[src/rtl/fetch_queue.sv]
// Instruction fetch front-end: sequential fetch address generation, a single-outstanding
// variable-latency imem request/response port, and a {pc, instr} FIFO feeding the core.
module fetch_queue #(
    parameter int          DEPTH    = 4,
    parameter logic [31:0] RESET_PC = 32'h0000_0000
) (
    input  logic        clk,
    input  logic        rst,
    output logic        imem_req,
    output logic [31:0] imem_addr,
    input  logic        imem_ready,
    input  logic        imem_rvalid,
    input  logic [31:0] imem_rdata,
    output logic        instr_valid,
    output logic [31:0] instr,
    output logic [31:0] instr_pc,
    input  logic        instr_ready,
    input  logic        redirect,
    input  logic [31:0] redirect_pc
);
    localparam int PTR_W = $clog2(DEPTH);
    localparam int CNT_W = PTR_W + 1;
    localparam logic [CNT_W-1:0] FULL = CNT_W'(DEPTH);

    typedef enum logic [1:0] {IDLE, REQ, WAIT, DROP} state_t;

    state_t           state, state_nxt;
    logic [31:0]      fetch_pc;
    logic [31:0]      req_pc;
    logic [PTR_W-1:0] rd_ptr, wr_ptr;
    logic [CNT_W-1:0] count, count_nxt;
    logic [31:0]      fifo_pc    [DEPTH];
    logic [31:0]      fifo_instr [DEPTH];
    logic             accept, push, pop;

    assign accept = (state == REQ) && imem_ready;
    assign push   = (state == WAIT) && imem_rvalid && !redirect;
    assign pop    = instr_valid && instr_ready && !redirect;

    always_comb begin
        count_nxt = count + CNT_W'(push) - CNT_W'(pop);
        if (redirect) count_nxt = '0;
    end

    // Slot checks use the post-edge count, so a request is only reissued when the
    // FIFO can hold its response even without further pops.
    always_comb begin
        state_nxt = state;
        case (state)
            IDLE: if (!redirect && count_nxt < FULL) state_nxt = REQ;
            REQ: begin
                if (redirect)        state_nxt = imem_ready ? DROP : IDLE;
                else if (imem_ready) state_nxt = WAIT;
            end
            WAIT: begin
                if (imem_rvalid)   state_nxt = (!redirect && count_nxt < FULL) ? REQ : IDLE;
                else if (redirect) state_nxt = DROP;
            end
            DROP: if (imem_rvalid) state_nxt = (!redirect && count_nxt < FULL) ? REQ : IDLE;
            default: state_nxt = IDLE;
        endcase
    end

    always_ff @(posedge clk or negedge rst) begin
        if (!rst) begin
            state    <= IDLE;
            fetch_pc <= RESET_PC;
            rd_ptr   <= '0;
            wr_ptr   <= '0;
            count    <= '0;
        end else begin
            state <= state_nxt;
            count <= count_nxt;
            if (redirect)    fetch_pc <= {redirect_pc[31:2], 2'b00};
            else if (accept) fetch_pc <= fetch_pc + 32'd4;
            if (redirect) begin
                rd_ptr <= '0;
                wr_ptr <= '0;
            end else begin
                if (push) wr_ptr <= wr_ptr + PTR_W'(1);
                if (pop)  rd_ptr <= rd_ptr + PTR_W'(1);
            end
        end
    end

    // Datapath storage carries no reset; it is only observed through count.
    always_ff @(posedge clk) begin
        if (accept) req_pc <= fetch_pc;
        if (push) begin
            fifo_pc[wr_ptr]    <= req_pc;
            fifo_instr[wr_ptr] <= imem_rdata;
        end
    end

    assign imem_req    = (state == REQ);
    assign imem_addr   = fetch_pc;
    assign instr_valid = (count != '0);
    assign instr       = instr_valid ? fifo_instr[rd_ptr] : 32'd0;
    assign instr_pc    = instr_valid ? fifo_pc[rd_ptr]    : 32'd0;

endmodule

[config.mk]
export PLATFORM = sky130hd
export DESIGN_NAME = fetch_queue
export DESIGN_NICKNAME = d
export VERILOG_FILES = /design/src/rtl/fetch_queue.sv
export SDC_FILE = /design/constraint.sdc
export NUM_CORES = 1
export LEC_CHECK = 0
export BUFFER_PORTS_ARGS = -buffer_cell sky130_fd_sc_hd__clkbuf_2
export CAP_MARGIN = 15
export CORE_MARGIN = 4
export CORE_UTILIZATION = 45
export DETAILED_ROUTE_END_ITERATION = 10
export PLACE_DENSITY = 0.7
export SLEW_MARGIN = 20
export SYNTH_ARGS = -nofsm -noshare
export SYNTH_HDL_FRONTEND = slang
export SYNTH_SLANG_ARGS = --single-unit
[constraint.sdc]
create_clock -name clk -period 2.8 [get_ports clk]
set_input_delay 0.42 -clock clk [delete_from_list [all_inputs] [get_ports clk]]
set_output_delay 0.42 -clock clk [all_outputs]
set_load 0.01 [all_outputs]
==> impl_results.md <==
- Critical path data required time: between 2000 and 2500 ps
- Root Buffer: clkbuf_16
- Die Wd: about 180 um
- Core ar.: 27700 um^2
- Power Density: between 800 and 900 nW/um^2
- Simple-gate share of the synthesized area: 0.0834
- Dpl ws: 63.8 ps
- Count leader, synth: edfxtp_1
- Quantity of I/O buffers inserted on ports: around 160
- Most frequent cells after synthesis: edfxtp_1, and2_1, mux4_2
- Fin. max-slew vios: 0
- Worst slew pin tran: roughly 880 ps
- Worst-path fanout max: 25
- Post-DP HPWL: about 16 mm
- Asr flop ratio synth: 0.123
- Post-synthesis mux area share: 0.113
- DP Area: between 10000 and 15000 um^2
- Via count: 6878
- Worst-Skew Late Latency: between 500 and 600 ps
- Post-Route WL: roughly 26 mm
- Clk sinks: ~320
- Post-synthesis sequential area ratio: 0.740
- Pre-antenna DRT Iters: 5
- Initial antenna violation count: 0
- Remaining antenna violation count after routing: 0
- Total GRT Usage: 0.168
- Yosys Warn Count: 0
- H-tree lvl count: 2
- Post-synthesis adder-cell area fraction: 0.00854
- Largest net degree at the start of global routing: 65
- #FFs+latches synth: between 300 and 400
- Crit path largest cell delay: ~560 ps
- Layout cells sized above 1: 0.351
- Final nets: between 900 and 1000
- Setup slack after layout: between 150 and 200 ps
- Vias per cell: about 5.4
- Crit path cell chain: buf_12 -> mux4_2 -> and2_1 -> clkbuf_2
- Initial DRC count: roughly 370
- Main combinational cell family by area after synthesis: multiplexers
- Share of the synthesized area in the top cell type: 0.662
- CTS tree: done
- Synth Instances: around 700
- Remaining DRCs: 0
- CTS Buffer Depth: 3
- Startpoint Class: register
- Height of the die: 175 um
- P&R area growth vs syn: 21.1%
- XOR/XNOR share of the synthesized area: 0.0111
- Avg Synthesized Cell Area: 18.3 um^2
- Worst-path clk slew: 60 ps
- Fmax: 380 MHz
- Primary FF master, synth: edfxtp_1
- Finished Cell Area: between 15000 and 20000 um^2
- Post-synth top area cell: edfxtp_1
- Slowest CP cell: dfrtp_4
- Global-route wire length before repair: roughly 40 mm
- Area of the die: 30800 um^2
- Max VDD drop: ~380 uV
- Crit path DAT: between 2000 and 2500 ps
- Outcome: finished clean
- Routed length per placed instance: 19.9 um
- Routability Congestion: roughly 0.8
- Worst hold slack: between 100 and 150 ps
- Distinct cells, synth: between 40 and 50
- Rel. slew slack: 0.415
- Final Hold Violating Endpoints: 0
- Max Cap Violations: 0
- Setup crit end kind: output pin
- Netlist Area Pre-Place: between 10000 and 15000 um^2
- Setup Skew: roughly 34 ps
- RSZ-0062 raised after global routing: yes
- Inserted Clock Buffers: 35
- Ant diodes: 0
- Largest cells by area after synthesis: edfxtp_1, mux4_2, dfrtp_1
- LEAKAGE: ~0.0054 uW
- Synth Area in Compound Gates: 0.0252
- Final worst path period share: 0.940
- # IOs: roughly 170
- Initial Utilization: 0.455
- # setup viols final: 0
- Vias in the first global route: between 7000 and 8000
- CP Class: register to output pin
- Remaining Overflow, GRT: 0
- Minimum clock period: between 2000 and 3000 ps
- Std-Cell Rows: 61
- HP Class: input pin to register
- Post-synth EDFFs: 278
repair_timing:
| item | in CTS | in global routing |
|---|---|---|
| hold endpoints to repair | 24 | 0 |
| buffers inserted | 0 | 1 |
| resized for setup | 0 | 4 |
| endpoints found under the setup margin | 0 | 4 |
| hold buffers | 1 | 0 |
registers in the layout (all words and copies together), names as in the netlist:
signal      flops
count           3
fifo_instr    128
fifo_pc       120
imem_addr      30
rd_ptr          2
req_pc         30
state           2
wr_ptr          2
cell usage in the layout, fill, tap and decap left out, drive strengths merged, types with 3 or more instances in the layout:
cell type | netlist | final
xor2 | 7 | 7
nor2 | 22 | 22
o211ai | 4 | 4
nor2b | 3 | 3
or4 | 14 | 14
o21ai | 14 | 14
edfxtp | 278 | 278
and2 | 68 | 68
and3 | 7 | 7
buf | 12 | 29
nor4 | 4 | 4
nand3 | 15 | 15
conb | 1 | 4
bufinv | 0 | 5
a31oi | 13 | 13
dfrtp | 39 | 39
nand4 | 10 | 10
inv | 13 | 17
and4 | 4 | 4
clkinv | 0 | 6
mux4 | 62 | 62
xnor2 | 9 | 9
o31ai | 10 | 10
clkbuf | 29 | 208
nand2 | 24 | 24
ha | 7 | 7
per-stage QoR:
stage,instances,util,power [uW],TNS [ps]
after floorplan,693,-,7480,0
after global placement,1219,0.507,8570,0
after detailed placement,1219,0.507,8610,0
after CTS,1283,0.550,13300,0
after global routing,1284,0.551,13800,-1.60
final,1284,0.551,13100,0
power breakdown:
| group | leakage (uW) | internal (uW) | switching, uW |
|---|---|---|---|
| clock network | 0.000575 | 2890 | 1780 |
| logic | 0.00185 | 1290 | 1390 |
| registers | 0.00298 | 5500 | 263 |
| total | 0.00540 | 9680 | 3430 |
area by class of cell:
class / instances / area, um^2
Inverter: 13 / 48.8
Clock buffer: 47 / 961
Fill cell: 2184 / 12400
Sequential cell: 317 / 9330
Timing Repair Buffer: 191 / 1150
Tap cell: 378 / 473
Multi-Input combinational cell: 322 / 3080
Clock inverter: 16 / 223
per-layer routing:
metal  GRT usage  share of wire  up-vias
met5           0              0        -
met4      0.0471          0.020        0
met3      0.0405          0.075       47
met2       0.274           0.48      262
met1       0.230           0.42     3462
li1            -              -     3107
critical path: cells and delay by family (launching register included):
| family | cells | cell delay (ps) |
|---|---|---|
| muxes | 1 | 530 |
| buffers and inverters | 2 | 390 |
| and+or+nand+nor | 1 | 180 |
| DFF | 1 | 560 |
final timing paths:
kind                                  end  slack [ps]            from  depth (start not counted)
max                             instr[11]         170       rd_ptr[0]                          4
min                          imem_addr[9]         100  redirect_pc[9]                          3
max reg2reg                      state[0]         200        count[1]                         12
min reg2reg                fifo_pc[2][30]         500      req_pc[30]                          0
max in group asynchronous    imem_addr[7]        1660             rst                          3
min in group asynchronous       wr_ptr[0]         460             rst                          2
logic make-up after synthesis:
logic type / after synthesis
XOR/XNOR: 16
flip-flops: 317
multiplexers: 65
adder cells (fa/ha/maj): 8
AND/OR/NAND/NOR: 181
other: 1
AO/OA/AOI/OAI: 48
buffers and inverters: 54
Power figures use the tool's default switching activity.
